<file path="src/rtl/hazard_ctrl_pkg.sv">
// Shared definitions for the pipeline stall/forward controller: forwarding
// select codes, mult/div kinds, default latencies and the scoreboard entry.
package hazard_ctrl_pkg;

  localparam logic [1:0] FWD_RF = 2'd0;
  localparam logic [1:0] FWD_W  = 2'd1;
  localparam logic [1:0] FWD_M  = 2'd2;
  localparam logic [1:0] FWD_E  = 2'd3;

  typedef enum logic [1:0] {
    MD_NONE = 2'd0,
    MD_MULT = 2'd1,
    MD_DIV  = 2'd2,
    MD_HILO = 2'd3
  } md_kind_e;

  localparam int DEF_MULT_LAT = 5;
  localparam int DEF_DIV_LAT  = 10;
  localparam int DEF_CNT_W    = 4;

  typedef struct packed {
    logic [4:0] r_new;
    logic [1:0] t_new;
    logic [4:0] r_use1;
    logic [4:0] r_use2;
    md_kind_e   md_kind;
  } stage_t;

  function automatic logic [1:0] dec_sat(input logic [1:0] t);
    return (t == 2'd0) ? 2'd0 : t - 2'd1;
  endfunction

  function automatic logic is_md_start(input md_kind_e k);
    return (k == MD_MULT) || (k == MD_DIV);
  endfunction

endpackage

</file>
<file path="src/rtl/hazard_ctrl_md_busy_cnt.sv">
// HI/LO busy window: loads the unit latency when a mult/div leaves E,
// then counts down; busy while non-zero.
module md_busy_cnt
  import hazard_ctrl_pkg::*;
#(
  parameter int MULT_LAT = DEF_MULT_LAT,
  parameter int DIV_LAT  = DEF_DIV_LAT,
  parameter int CNT_W    = DEF_CNT_W
) (
  input  logic     clk,
  input  logic     reset,
  input  logic     start_i,
  input  md_kind_e kind_i,
  output logic     busy_o
);

  logic [CNT_W-1:0] cnt_q, cnt_d;

  always_comb begin
    cnt_d = cnt_q;
    if (start_i) begin
      cnt_d = (kind_i == MD_DIV) ? CNT_W'(DIV_LAT) : CNT_W'(MULT_LAT);
    end else if (cnt_q != '0) begin
      cnt_d = cnt_q - 1'b1;
    end
  end

  always_ff @(posedge clk or posedge reset) begin
    if (reset) cnt_q <= '0;
    else       cnt_q <= cnt_d;
  end

  assign busy_o = (cnt_q != '0);

endmodule

</file>
<file path="src/rtl/hazard_ctrl.sv">
// Stall/forward controller for the 5-stage pipeline: keeps an E/M/W copy of
// each instruction's register/timing descriptors and derives stall + mux selects.
module hazard_ctrl
  import hazard_ctrl_pkg::*;
#(
  parameter int MULT_LAT = DEF_MULT_LAT,
  parameter int DIV_LAT  = DEF_DIV_LAT,
  parameter int CNT_W    = DEF_CNT_W
) (
  input  logic       clk,
  input  logic       reset,
  input  logic [4:0] d_r_use1,
  input  logic [4:0] d_r_use2,
  input  logic [1:0] d_t_use1,
  input  logic [1:0] d_t_use2,
  input  logic [4:0] d_r_new,
  input  logic [1:0] d_t_new,
  input  logic [1:0] d_md_kind,
  output logic       stall,
  output logic       md_busy,
  output logic [1:0] fwd_d_rs,
  output logic [1:0] fwd_d_rt,
  output logic [1:0] fwd_e_rs,
  output logic [1:0] fwd_e_rt,
  output logic [1:0] fwd_m_rt
);

  stage_t e_q, m_q, w_q;
  stage_t e_d, m_d, w_d;

  function automatic logic hit(input logic [4:0] r, input stage_t s);
    return (r != 5'd0) && (r == s.r_new);
  endfunction

  // The youngest matching stage decides; an older copy is never used.
  function automatic logic src_haz(input logic [4:0] r, input logic [1:0] t_use,
                                   input stage_t e, input stage_t m);
    if (hit(r, e)) return e.t_new > t_use;
    return hit(r, m) && (m.t_new > t_use);
  endfunction

  function automatic logic [1:0] sel_emw(input logic [4:0] r, input stage_t e,
                                         input stage_t m, input stage_t w);
    if (hit(r, e)) return (e.t_new == 2'd0) ? FWD_E : FWD_RF;
    if (hit(r, m)) return (m.t_new == 2'd0) ? FWD_M : FWD_RF;
    if (hit(r, w)) return FWD_W;
    return FWD_RF;
  endfunction

  function automatic logic [1:0] sel_mw(input logic [4:0] r, input stage_t m,
                                        input stage_t w);
    if (hit(r, m)) return (m.t_new == 2'd0) ? FWD_M : FWD_RF;
    if (hit(r, w)) return FWD_W;
    return FWD_RF;
  endfunction

  always_comb begin
    stall = 1'b0;
    if (src_haz(d_r_use1, d_t_use1, e_q, m_q)) stall = 1'b1;
    if (src_haz(d_r_use2, d_t_use2, e_q, m_q)) stall = 1'b1;
    if ((d_md_kind != 2'd0) && (md_busy || is_md_start(e_q.md_kind))) stall = 1'b1;
  end

  always_comb begin
    fwd_d_rs = sel_emw(d_r_use1, e_q, m_q, w_q);
    fwd_d_rt = sel_emw(d_r_use2, e_q, m_q, w_q);
    fwd_e_rs = sel_mw(e_q.r_use1, m_q, w_q);
    fwd_e_rt = sel_mw(e_q.r_use2, m_q, w_q);
    fwd_m_rt = hit(m_q.r_use2, w_q) ? FWD_W : FWD_RF;
  end

  // A stalled D slot sends an all-zero bubble into E.
  always_comb begin
    e_d = '0;
    if (!stall) begin
      e_d.r_new   = d_r_new;
      e_d.t_new   = d_t_new;
      e_d.r_use1  = d_r_use1;
      e_d.r_use2  = d_r_use2;
      e_d.md_kind = md_kind_e'(d_md_kind);
    end
    m_d       = e_q;
    m_d.t_new = dec_sat(e_q.t_new);
    w_d       = m_q;
    w_d.t_new = dec_sat(m_q.t_new);
  end

  always_ff @(posedge clk or posedge reset) begin
    if (reset) begin
      e_q <= '0;
      m_q <= '0;
      w_q <= '0;
    end else begin
      e_q <= e_d;
      m_q <= m_d;
      w_q <= w_d;
    end
  end

  md_busy_cnt #(
    .MULT_LAT (MULT_LAT),
    .DIV_LAT  (DIV_LAT),
    .CNT_W    (CNT_W)
  ) u_md_busy_cnt (
    .clk     (clk),
    .reset   (reset),
    .start_i (is_md_start(e_q.md_kind)),
    .kind_i  (e_q.md_kind),
    .busy_o  (md_busy)
  );

  // W keeps its full descriptor for debug visibility; only r_new feeds logic.
  logic unused_bits;
  assign unused_bits = ^{w_q.t_new, w_q.r_use1, w_q.r_use2, w_q.md_kind,
                         m_q.r_use1, m_q.md_kind};

endmodule

</file>
<file path="config.mk">
export PLATFORM = sky130hd
export DESIGN_NAME = hazard_ctrl
export DESIGN_NICKNAME = d
export VERILOG_FILES = /design/src/rtl/hazard_ctrl_pkg.sv /design/src/rtl/hazard_ctrl_md_busy_cnt.sv /design/src/rtl/hazard_ctrl.sv
export SDC_FILE = /design/constraint.sdc
export NUM_CORES = 1
export LEC_CHECK = 0
export BUFFER_PORTS_ARGS = -buffer_cell sky130_fd_sc_hd__buf_2
export CAP_MARGIN = 40
export CORE_MARGIN = 1
export CORE_UTILIZATION = 57
export DETAILED_ROUTE_END_ITERATION = 10
export PLACE_DENSITY = 0.87
export SYNTH_ARGS = -nofsm -noshare
export SYNTH_HDL_FRONTEND = slang
export SYNTH_SLANG_ARGS = --single-unit
</file>
<file path="constraint.sdc">
create_clock -name clk -period 2.24 [get_ports clk]
set_input_delay 0.224 -clock clk [delete_from_list [all_inputs] [get_ports clk]]
set_output_delay 0.224 -clock clk [all_outputs]
set_load 0.005 [all_outputs]
</file>
==> impl_metrics.sql, run 1 <==
INSERT INTO impl_metrics (metric_group, metric, value, unit) VALUES
('status', 'outcome', 'complete, but fails checks', ''),
('status', 'failed_checks', 'setup timing', ''),
('placed_design', 'routabilityCongestion', '0.9034', ''),
('global_routing', 'grt-ovfl-total', '0', ''),
('yosys', 'synthesis.yosys.warnings', '0', ''),
('clocking', 'clock_buffers_created_by_tritoncts', '5', ''),
('layout', 'layout.filler_cells', '297', ''),
('timing', 'timing.final.setup_violations', '1', ''),
('critical_path', 'path_class', 'reg2out', ''),
('yosys', 'synth_async_reset_ratio', '100.0', '%'),
('layout', 'final_core_utilization', '72.39', '%'),
('floorplan', 'rows', '23', ''),
('timing', 'worst_slew_margin_rel', '66.26', '%'),
('yosys', 'post_synth.cell_area_avg', '9.941', 'µm²'),
('power_and_ir_drop', 'p_leak', '1.456', 'nW'),
('global_routing', 'grt_pass1_wl', '9294', 'µm'),
('critical_path', 'critPathRequiredTime', '2.02', 'ns'),
('layout', 'antennaDiodeCount', '0', ''),
('routing', 'drt-pass1-iter-count', '4', ''),
('routing', 'detail-route-antenna-nets', '0', ''),
('routing', 'route.final.wire_length', '5949', 'µm'),
('critical_path', 'critical_path.startpoint_type', 'flop', ''),
('power_and_ir_drop', 'powerDensity', '916.5', 'nW/µm²'),
('clocking', 'clk_latency', '0.30', 'ns'),
('global_routing', 'antenna_found_initial', '0', ''),
('clocking', 'cts_hold_buffers', '0', ''),
('placed_design', 'detailed_place.area', '2741', 'µm²'),
('clocking', 'ctsRootBufferMaster', 'sky130_fd_sc_hd__clkbuf_8', ''),
('timing', 'timing.final.ws_setup', '-0.05382', 'ns'),
('critical_path', 'cp.arrival', '2.07', 'ns'),
('layout', 'final_cell_mix', 'sky130_fd_sc_hd__dfrtp_1 (36), sky130_fd_sc_hd__buf_2 (35), sky130_fd_sc_hd__xnor2_1 (31), sky130_fd_sc_hd__nand2_1 (30), sky130_fd_sc_hd__xor2_1 (23)', ''),
('routing', 'drc', '0', ''),
('routing', 'dr.first_iter.drc_count', '199', ''),
('yosys', 'synth_top_cell_by_area', 'sky130_fd_sc_hd__dfrtp_1', ''),
('global_routing', 'first_global_vias', '2013', ''),
('routing', 'vias', '2001', ''),
('floorplan', 'die_width', '68.56', 'µm'),
('yosys', 'synth_area_leaders', 'sky130_fd_sc_hd__dfrtp_1 (40%), sky130_fd_sc_hd__xnor2_1 (11%), sky130_fd_sc_hd__xor2_1 (8.3%)', ''),
('timing', 'finalHoldViolCount', '0', ''),
('layout', 'num-nets-final', '335', ''),
('yosys', 'yosys_register_bits', '40', ''),
('layout', 'mostFrequentLayoutCell', 'sky130_fd_sc_hd__dfrtp_1', ''),
('global_routing', 'grt_start_max_net_pins', '41', ''),
('yosys', 'syn-instance-count', '254', ''),
('critical_path', 'critical_path_peak_fanout', '2', ''),
('placed_design', 'numPortBuffers', '35', ''),
('yosys', 'number_of_synthesized_flops_with_an_enable_pin', '0', ''),
('routing', 'routedWlPerCell', '17.00', 'µm'),
('clocking', 'clkTransAtPathRegs', '0.07', 'ns'),
('global_routing', 'gr-usage-all-layers', '28.28', '%'),
('floorplan', 'core', '4115', 'µm²'),
('timing', 'finalCritPeriodShare', '102.4', '%'),
('timing', 'final_period_minus_worst_setup_slack', '2.294', 'ns'),
('clocking', 'clock-sinks', '40', ''),
('critical_path', 'critPathCaptureType', 'output pin', ''),
('timing', 'max_freq', '436.0', 'MHz'),
('clocking', 'max-clock-path-buffers', '2', ''),
('critical_path', 'critical_path.cell_chain', 'inv_2 -> ha_1 -> nor3b_2 -> buf_4 -> o2bb2ai_4 -> o41ai_2 -> a31o_1 -> or3b_1 -> buf_2', ''),
('yosys', 'syn_nets', '290', ''),
('floorplan', 'die_h', '68.56', 'µm'),
('clocking', 'htree_levels', '2', ''),
('timing', 'final.hold.worst_slack', '0.03361', 'ns'),
('timing', 'worst_clock_skew', '0.006175', 'ns'),
('floorplan', 'initial_core_util', '61.36', '%'),
('floorplan', 'ioPinCount', '37', ''),
('timing', 'finalMaxSlewViolations', '0', ''),
('floorplan', 'die_area', '4700', 'µm²'),
('layout', 'flow.area_growth_from_synthesis', '17.99', '%'),
('critical_path', 'r2r_setup_slack', '0.31', 'ns'),
('yosys', 'post_synth_num_cell_types', '39', ''),
('flow_run', 'max_cap_viol_count', '0', '');
==> repair_timing <==
item,4_1_cts,5_1_grt
pin swaps,3,1
buffers inserted,7,1
gates resized for setup,10,6
setup endpoints to repair,1,2
==> sequential cells by signal (all words and copies together) (netlist names) <==
name / cells
e_q: 19
m_q: 12
u_md_busy_cnt.cnt_q: 4
w_q: 5
==> through the flow <==
stage	setup slack [ns]	cells	power (mW)	setup TNS (ns)
3_3_place_gp	0.09840	334	1.971	0
2_1_floorplan	0.2681	254	1.765	0
5_1_grt	-0.1522	350	2.924	-0.1522
4_1_cts	-0.03723	349	2.702	-0.03723
6_report	-0.05382	350	2.730	-0.05382
3_5_place_dp	0.09205	334	2.021	0
==> layer usage <==
| metal | up-vias | track usage [%] | routed length (µm) |
|---|---|---|---|
| li1 | 936 | - | - |
| met1 | 962 | 33.83 | 2419 |
| met2 | 75 | 46.45 | 2992 |
| met3 | 28 | 6.250 | 271 |
| met4 | 0 | 16.93 | 266 |
| met5 | - | 0 | 0 |
==> cell families after synthesis <==
group                    Yosys count  share of synthesized area, %
AO/OA/AOI/OAI                     20                         6.096
XOR/XNOR                          57                         19.77
flip-flops                        40                         39.64
buffers and inverters             30                         6.491
AND/OR/NAND/NOR                   95                         22.40
adder cells (fa/ha/maj)           11                         5.451
other                              1                        0.1485
==> synth_stat cells, types with 2 or more instances <==
master / count
sky130_fd_sc_hd__dfrtp_1: 40
sky130_fd_sc_hd__xnor2_1: 33
sky130_fd_sc_hd__nand2_1: 30
sky130_fd_sc_hd__xor2_1: 24
sky130_fd_sc_hd__nor3_1: 14
sky130_fd_sc_hd__inv_1: 12
sky130_fd_sc_hd__clkbuf_1: 11
sky130_fd_sc_hd__ha_1: 11
sky130_fd_sc_hd__nor2_1: 10
sky130_fd_sc_hd__nor3_2: 10
sky130_fd_sc_hd__nand3_1: 6
sky130_fd_sc_hd__nand4_1: 5
sky130_fd_sc_hd__o21ai_0: 5
sky130_fd_sc_hd__a21oi_1: 4
sky130_fd_sc_hd__buf_6: 4
sky130_fd_sc_hd__or4_1: 4
sky130_fd_sc_hd__nor2b_1: 3
sky130_fd_sc_hd__a2111oi_0: 2
sky130_fd_sc_hd__and4b_1: 2
sky130_fd_sc_hd__nor3_4: 2
sky130_fd_sc_hd__nor4_1: 2
sky130_fd_sc_hd__o22ai_1: 2
sky130_fd_sc_hd__o41ai_1: 2
==> worst max-delay path: cells and delay by family (launching register included) <==
| kind | cells | cell delay [ns] |
|---|---|---|
| simple gates | 2 | 0.50 |
| compound gates | 3 | 0.41 |
| flops | 1 | 0.39 |
| buf+inv | 3 | 0.34 |
| fa+ha+maj | 1 | 0.13 |
==> path summary, 6_finish.rpt <==
check / startpoint / endpoint / depth (start not counted)
setup / recovery: u_md_busy_cnt.cnt_q[0]$_DFFE_PP0N_ / stall / 9
hold / removal: reset / e_q[6]$_DFF_PP0_ / 3
setup reg to reg: m_q[15]$_DFF_PP0_ / e_q[1]$_DFF_PP0_ / 6
hold reg to reg: e_q[15]$_DFF_PP0_ / m_q[15]$_DFF_PP0_ / 0
max in group asynchronous: reset / m_q[16]$_DFF_PP0_ / 3
min in group clk: d_r_new[4] / e_q[18]$_DFF_PP0_ / 3
==> layout make-up <==
cell class	instances	area [µm²]	share of cell area (%)
multi-input cells	184	1425	47.84
flip-flops and latches	40	1006	33.77
clock buffers	6	72.57	2.436
inverters	12	45.04	1.512
well taps	50	62.56	2.100
repair buffers	56	332.8	11.17
clock inverters	2	35.03	1.176
==> power by group <==
group	internal, mW	switching, mW
registers	0.871	0.169
clock network	0.330	0.242
logic	0.562	0.556
(Power assumes the default switching activity.)
==> run 2: changes to the inputs <==
- RECOVER_POWER: not set -> 25
- SKIP_LAST_GASP: not set -> 1
==> impl_metrics.sql, run 2 (synthesized netlist as in run 1, its figures left out) <==
INSERT INTO impl_metrics (metric_group, metric, value, unit) VALUES
('power_and_ir_drop', 'p_leak', '1.455', 'nW'),
('routing', 'routedWlPerCell', '16.98', 'µm'),
('layout', 'flow.area_growth_from_synthesis', '17.89', '%'),
('global_routing', 'first_global_vias', '2013', ''),
('power_and_ir_drop', 'powerDensity', '915.6', 'nW/µm²'),
('clocking', 'clock_buffers_created_by_tritoncts', '5', ''),
('clocking', 'clock-sinks', '40', ''),
('timing', 'timing.final.ws_setup', '-0.04979', 'ns'),
('clocking', 'clkTransAtPathRegs', '0.07', 'ns'),
('routing', 'detail_route.vias_per_cell', '5.740', ''),
('timing', 'max_freq', '436.7', 'MHz'),
('clocking', 'max-clock-path-buffers', '2', ''),
('critical_path', 'critPathCaptureType', 'output pin', ''),
('clocking', 'cts_hold_buffers', '0', ''),
('flow_run', 'max_cap_viol_count', '0', ''),
('floorplan', 'ioPinCount', '37', ''),
('critical_path', 'cp.arrival', '2.07', 'ns'),
('status', 'failed_checks', 'setup timing', ''),
('timing', 'final_period_minus_worst_setup_slack', '2.290', 'ns'),
('critical_path', 'regToRegStartpoint', 'm_q[15]$_DFF_PP0_', ''),
('timing', 'worst_clock_skew', '0.006166', 'ns'),
('layout', 'layout.filler_cells', '298', ''),
('global_routing', 'grt-ovfl-total', '0', ''),
('global_routing', 'gr-usage-all-layers', '28.28', '%'),
('placed_design', 'routabilityCongestion', '0.9034', ''),
('power_and_ir_drop', 'peak_supply_drop', '601.5', 'µV'),
('timing', 'finalCritPeriodShare', '102.2', '%'),
('timing', 'timing.final.setup_violations', '1', ''),
('layout', 'antennaDiodeCount', '0', ''),
('min_path', 'min_path_type', 'in2reg', ''),
('routing', 'dr.first_iter.drc_count', '199', ''),
('critical_path', 'critPathRequiredTime', '2.02', 'ns'),
('floorplan', 'die_width', '68.56', 'µm'),
('routing', 'route.final.wire_length', '5943', 'µm'),
('routing', 'vias', '2009', ''),
('routing', 'drc', '0', ''),
('floorplan', 'rows', '23', ''),
('layout', 'mostFrequentLayoutCell', 'sky130_fd_sc_hd__dfrtp_1', ''),
('timing', 'finalMaxSlewViolations', '0', ''),
('floorplan', 'die_h', '68.56', 'µm'),
('timing', 'final.hold.worst_slack', '0.1393', 'ns'),
('global_routing', 'grt_pass1_wl', '9294', 'µm'),
('routing', 'drt-pass1-iter-count', '4', ''),
('global_routing', 'antenna_found_initial', '0', ''),
('global_routing', 'grt_start_max_net_pins', '41', ''),
('layout', 'top_registers', 'e_q x19, m_q x12, w_q x5', ''),
('clocking', 'clock_tree_from_tritoncts', 'built', ''),
('critical_path', 'timing.critical_path.from', 'u_md_busy_cnt.cnt_q[0]$_DFFE_PP0N_', ''),
('layout', 'share_of_layout_cells_above_drive_strength_1', '31.00', '%'),
('placed_design', 'dp_hpwl', '4118', 'µm'),
('layout', 'final_cell_mix', 'sky130_fd_sc_hd__dfrtp_1 (36), sky130_fd_sc_hd__buf_2 (35), sky130_fd_sc_hd__xnor2_1 (31), sky130_fd_sc_hd__nand2_1 (30), sky130_fd_sc_hd__xor2_1 (23)', ''),
('critical_path', 'critical_path.startpoint_type', 'flop', ''),
('clocking', 'htree_levels', '2', ''),
('critical_path', 'critical_path_peak_fanout', '2', ''),
('clocking', 'clk_latency', '0.29', 'ns'),
('timing', 'finalHoldViolCount', '0', ''),
('floorplan', 'initial_core_util', '61.36', '%'),
('timing', 'final.setup.tns', '-0.04979', 'ns'),
('status', 'outcome', 'complete, but fails checks', ''),
('layout', 'largest_register_ffs', '19', ''),
('timing', 'max_slew.worst_pin.slew', '0.9785', 'ns'),
('timing', 'worst_slew_margin_rel', '34.76', '%'),
('placed_design', 'numPortBuffers', '35', ''),
('routing', 'detail-route-antenna-nets', '0', ''),
('clocking', 'ctsRootBufferMaster', 'sky130_fd_sc_hd__clkbuf_8', ''),
('floorplan', 'die_area', '4700', 'µm²'),
('floorplan', 'core', '4115', 'µm²'),
('timing', 'rsz0062_at_grt', 'true', ''),
('layout', 'num-nets-final', '335', ''),
('min_path', 'hp-start', 'd_r_new[4]', ''),
('layout', 'max_flop_register', 'e_q', ''),
('critical_path', 'path_class', 'reg2out', '');
[run 2: timing repair]
item | CTS | global route
gates cloned | 0 | 0
resized for setup | 10 | 6
pin swaps | 3 | 1
setup endpoints to repair | 1 | 2
buffers inserted | 7 | 1
[run 2: through the flow]
stage | power (mW) | utilization (%) | instance area [µm²] | cells | setup WS, ns
floorplan | 1.765 | - | 2525 | 254 | 0.2681
global placement | 1.971 | 66.62 | 2741 | 334 | 0.09840
detailed placement | 2.021 | 66.62 | 2741 | 334 | 0.09205
CTS | 2.702 | 71.48 | 2942 | 349 | -0.03723
global route | 2.924 | 72.33 | 2977 | 350 | -0.1522
finish | 2.725 | 72.33 | 2977 | 350 | -0.04979
[run 2: routing by layer]
metal / routed length, µm / track usage, % / up-vias
li1: - / - / 937
met2: 2974 / 46.45 / 80
met1: 2359 / 33.83 / 962
met3: 326 / 6.250 / 30
met5: 0 / 0 / -
met4: 283 / 16.93 / 0
[run 2: path summary, 6_finish.rpt]
kind / cells past startpoint / slack (ns) / to
worst min-delay path: 3 / 0.14 / e_q[18]$_DFF_PP0_
worst min register to register: 0 / 0.46 / m_q[15]$_DFF_PP0_
max in group asynchronous: 3 / 1.35 / m_q[16]$_DFF_PP0_
worst max-delay path: 9 / -0.05 / stall
worst max register to register: 6 / 0.31 / e_q[1]$_DFF_PP0_
min in group asynchronous: 3 / 0.22 / e_q[6]$_DFF_PP0_
[run 2: layout make-up]
class,instances,area [µm²],share of cell area (%)
timing repair buffer,56,330.3,11.10
clock inverter,2,35.03,1.177
multi-input combinational,184,1425,47.88
sequential,40,1006,33.80
clock buffer,6,72.57,2.438
tap,50,62.56,2.102
inverter,12,45.04,1.513
[run 2: worst max-delay path, cell delays in order, from the launching register on]
cell,delay (ns)
sky130_fd_sc_hd__dfrtp_1,0.39
sky130_fd_sc_hd__inv_2,0.06
sky130_fd_sc_hd__ha_1,0.13
sky130_fd_sc_hd__nor3b_2,0.15
sky130_fd_sc_hd__buf_4,0.15
sky130_fd_sc_hd__o2bb2ai_4,0.11
sky130_fd_sc_hd__o41ai_2,0.09
sky130_fd_sc_hd__a31o_1,0.21
sky130_fd_sc_hd__or3b_1,0.35
sky130_fd_sc_hd__buf_2,0.13
[run 2: power by group]
part,switching (mW),internal [mW]
Sequential,0.168,0.871
Clock,0.238,0.330
Combinational,0.556,0.562
==> run 3: changes to the inputs <==
- ABC_AREA: not set -> 1
- PLACE_DENSITY: 0.87 -> 0.86
==> impl_metrics.sql, run 3 <==
INSERT INTO impl_metrics (metric_group, metric, value, unit) VALUES
('timing', 'max_freq', '480.9', 'MHz'),
('yosys', 'synth_top_cell_area_share', '38.42', '%'),
('layout', 'layout.filler_cells', '354', ''),
('layout', 'largest_register_ffs', '19', ''),
('yosys', 'synth_async_reset_ratio', '100.0', '%'),
('min_path', 'hold_path_end', 'e_q[18]$_DFF_PP0_', ''),
('power_and_ir_drop', 'powerDensity', '834.3', 'nW/µm²'),
('timing', 'finalHoldViolCount', '0', ''),
('critical_path', 'largest_incremental_delay_on_the_critical_path', '0.44', 'ns'),
('floorplan', 'ioPinCount', '37', ''),
('yosys', 'netlist_area', '2605', 'µm²'),
('routing', 'route.final.wire_length', '5417', 'µm'),
('yosys', 'synthTopCellsByCount', 'sky130_fd_sc_hd__nand2_1 (45), sky130_fd_sc_hd__inv_1 (42), sky130_fd_sc_hd__dfrtp_1 (40)', ''),
('power_and_ir_drop', 'p_leak', '1.492', 'nW'),
('min_path', 'min_path_type', 'in2reg', ''),
('critical_path', 'critPathRequiredTime', '2.02', 'ns'),
('global_routing', 'grt_start_max_net_pins', '41', ''),
('routing', 'drt-pass1-iter-count', '4', ''),
('critical_path', 'path_common_cell', 'sky130_fd_sc_hd__nand2_2', ''),
('timing', 'rsz0062_at_grt', 'false', ''),
('layout', 'top_registers', 'e_q x19, m_q x12, w_q x5', ''),
('routing', 'drc', '0', ''),
('placed_design', 'dp_hpwl', '4103', 'µm'),
('floorplan', 'core', '4384', 'µm²'),
('clocking', 'ctsRootBufferMaster', 'sky130_fd_sc_hd__clkbuf_8', ''),
('yosys', 'post_synth.cell_area_avg', '8.597', 'µm²'),
('timing', 'timing.final.ws_setup', '0.1607', 'ns'),
('routing', 'vias', '2033', ''),
('timing', 'finalMaxSlewViolations', '0', ''),
('clocking', 'clock_tree_from_tritoncts', 'built', ''),
('layout', 'num-nets-final', '371', ''),
('global_routing', 'gr-usage-all-layers', '24.47', '%'),
('floorplan', 'die_width', '69.61', 'µm'),
('clocking', 'max-clock-path-buffers', '2', ''),
('timing', 'worst_clock_skew', '0.007695', 'ns'),
('placed_design', 'routabilityCongestion', '0.8991', ''),
('routing', 'detail-route-antenna-nets', '0', ''),
('yosys', 'synth_top_cell_by_area', 'sky130_fd_sc_hd__dfrtp_1', ''),
('min_path', 'cell_count_of_the_worst_hold_path', '3', ''),
('min_path', 'hp-start', 'd_r_new[4]', ''),
('clocking', 'clk_latency', '0.29', 'ns'),
('critical_path', 'critical_path.n_buffers_inverters', '1', ''),
('placed_design', 'numPortBuffers', '35', ''),
('floorplan', 'rows', '24', ''),
('clocking', 'htree_levels', '2', ''),
('global_routing', 'antenna_found_initial', '0', ''),
('yosys', 'number_of_synthesized_flops_with_an_enable_pin', '0', ''),
('layout', 'final_cell_mix', 'sky130_fd_sc_hd__nand2_1 (45), sky130_fd_sc_hd__inv_1 (42), sky130_fd_sc_hd__dfrtp_1 (40), sky130_fd_sc_hd__buf_2 (35), sky130_fd_sc_hd__xnor2_1 (31)', ''),
('critical_path', 'cp.arrival', '1.86', 'ns'),
('yosys', 'syn-instance-count', '303', ''),
('yosys', 'syn_nets', '339', ''),
('status', 'outcome', 'completed', ''),
('yosys', 'post_synth_num_cell_types', '30', ''),
('routing', 'detail_route.vias_per_cell', '5.240', ''),
('clocking', 'clkTransAtPathRegs', '0.08', 'ns'),
('critical_path', 'path_class', 'reg2out', ''),
('timing', 'final.setup.tns', '0', 'ns'),
('flow_run', 'max_cap_viol_count', '0', ''),
('clocking', 'clock-sinks', '40', ''),
('yosys', 'yosys_most_used_dff', 'sky130_fd_sc_hd__dfrtp_1', ''),
('critical_path', 'crit-reg2reg-capture', 'e_q[6]$_DFF_PP0_', ''),
('critical_path', 'critPathCaptureType', 'output pin', ''),
('yosys', 'yosys_register_bits', '40', ''),
('timing', 'max_slew.worst_pin.slew', '0.9396', 'ns'),
('layout', 'mostFrequentLayoutCell', 'sky130_fd_sc_hd__nand2_1', ''),
('global_routing', 'grt_pass1_wl', '9252', 'µm'),
('layout', 'share_of_layout_cells_above_drive_strength_1', '24.40', '%'),
('timing', 'worst_slew_margin_rel', '37.36', '%'),
('timing', 'timing.final.setup_violations', '0', ''),
('floorplan', 'die_area', '4845', 'µm²'),
('power_and_ir_drop', 'peak_supply_drop', '621.5', 'µV'),
('floorplan', 'initial_core_util', '59.42', '%'),
('yosys', 'seq_area_frac_synth', '38.42', '%'),
('clocking', 'clock_buffers_created_by_tritoncts', '5', ''),
('layout', 'antennaDiodeCount', '0', ''),
('timing', 'finalCritPeriodShare', '92.83', '%'),
('layout', 'max_flop_register', 'e_q', ''),
('critical_path', 'worst_r2r_path_depth', '10', ''),
('critical_path', 'critical_path_peak_fanout', '9', ''),
('floorplan', 'die_h', '69.61', 'µm'),
('critical_path', 'critical_path.cell_chain', 'xnor2_1 -> nand2_1 -> nor2_4 -> nand2_2 -> nand3_2 -> nand2_2 -> or2_1 -> buf_2', ''),
('global_routing', 'grt-ovfl-total', '0', ''),
('critical_path', 'r2r_setup_slack', '0.48', 'ns'),
('critical_path', 'regToRegStartpoint', 'm_q[15]$_DFF_PP0_', ''),
('global_routing', 'first_global_vias', '2027', ''),
('critical_path', 'critical_path.startpoint_type', 'flop', ''),
('critical_path', 'cpMaxStageDelayCell', 'sky130_fd_sc_hd__dfrtp_1', ''),
('critical_path', 'kind_of_cell_adding_the_most_delay_to_the_critical_path', 'simple AND/OR/NAND/NOR gates', ''),
('routing', 'dr.first_iter.drc_count', '75', ''),
('placed_design', 'pre_cts_slack', '0.3695', 'ns'),
('yosys', 'synth_area_leaders', 'sky130_fd_sc_hd__dfrtp_1 (38%), sky130_fd_sc_hd__xnor2_1 (10%), sky130_fd_sc_hd__nand2_1 (6.5%)', ''),
('timing', 'final_period_minus_worst_setup_slack', '2.079', 'ns'),
('clocking', 'cts_hold_buffers', '0', ''),
('yosys', 'synthesis.yosys.warnings', '0', ''),
('yosys', 'count_leader_synth', 'sky130_fd_sc_hd__nand2_1', ''),
('routing', 'routedWlPerCell', '13.96', 'µm'),
('layout', 'flow.area_growth_from_synthesis', '11.14', '%');
-- run 3: cell count changes after synthesis, moves of 5 or more --
cell | before | now
sky130_fd_sc_hd__clkbuf_1 | 11 | 5
sky130_fd_sc_hd__inv_1 | 12 | 42
sky130_fd_sc_hd__nand3_2 | 0 | 5
sky130_fd_sc_hd__xor2_1 | 24 | 15
sky130_fd_sc_hd__a21oi_1 | 4 | 11
sky130_fd_sc_hd__nand2_1 | 30 | 45
sky130_fd_sc_hd__nor2_1 | 10 | 20
sky130_fd_sc_hd__inv_2 | 0 | 6
-- run 3: per-layer routing --
layer,up-vias,GRT usage (%),share of wire [%]
met1,943,29.94,41
met3,19,4.215,4.2
met5,-,0,0
met2,62,42.93,52
li1,1009,-,-
met4,0,9.297,2.8
-- run 3: layout make-up --
| type | instances | area (µm²) | area share, % |
|---|---|---|---|
| multi-input combinational | 202 | 1343 | 46.37 |
| sequential | 40 | 1001 | 34.57 |
| timing repair buffer | 38 | 195.2 | 6.742 |
| inverter | 48 | 180.2 | 6.223 |
| clock buffer | 5 | 68.82 | 2.377 |
| tap | 52 | 65.06 | 2.247 |
| clock inverter | 3 | 42.54 | 1.469 |
-- run 3: report_power, final --
part           internal (mW)  switching [mW]  total [mW]
registers              0.848           0.164        1.01
clock network          0.329           0.247       0.577
logic                  0.372           0.455       0.827
total                   1.55           0.867        2.42
-- run 3: how the worst max path moves through the flow --
stage	from	to	slack (ns)	cells after the start
final	e_q[18]$_DFF_PP0_	stall	0.16	8
after global routing	m_q[15]$_DFF_PP0_	stall	0.004	10
after CTS	u_md_busy_cnt.cnt_q[1]$_DFFE_PP0N_	stall	0.02	9
after detailed placement	u_md_busy_cnt.cnt_q[0]$_DFFE_PP0N_	stall	0.37	9
after global placement	u_md_busy_cnt.cnt_q[1]$_DFFE_PP0N_	stall	0.45	9
after floorplan	u_md_busy_cnt.cnt_q[0]$_DFFE_PP0N_	stall	0.52	9
-- run 3: logic make-up after synthesis --
group,synth area share (%)
and+or+nand+nor,26.32
DFF,38.42
xor gates and xnor gates,16.09
adders and majority gates,5.283
buffers and inverters,10.47
other,0.1440
AOI/OAI and AO/OA,3.266
-- run 3: tightest hold or removal path, stage by stage --
cell,delay (ns)
sky130_fd_sc_hd__buf_2,0.10
sky130_fd_sc_hd__inv_1,0.04
sky130_fd_sc_hd__nor3_1,0.04
-- run 3: through the flow --
step / utilization (%) / cells / cell area (µm²) / hold WS, ns / total power, mW
finish: 66.04 / 388 / 2895 / 0.1465 / 2.416
global route: 66.04 / 388 / 2895 / 0.1457 / 2.566
CTS: 65.84 / 388 / 2887 / 0.05098 / 2.408
detailed placement: 63.30 / 380 / 2775 / 0.3643 / 1.829
global placement: 63.30 / 380 / 2775 / 0.3580 / 1.777
floorplan: - / 303 / 2605 / 0.3367 / 1.615
-- run 3: timing repair --
item / in CTS / in global routing
resized for setup: 0 / 4
buffers inserted: 0 / 0
setup endpoints to repair: 0 / 1
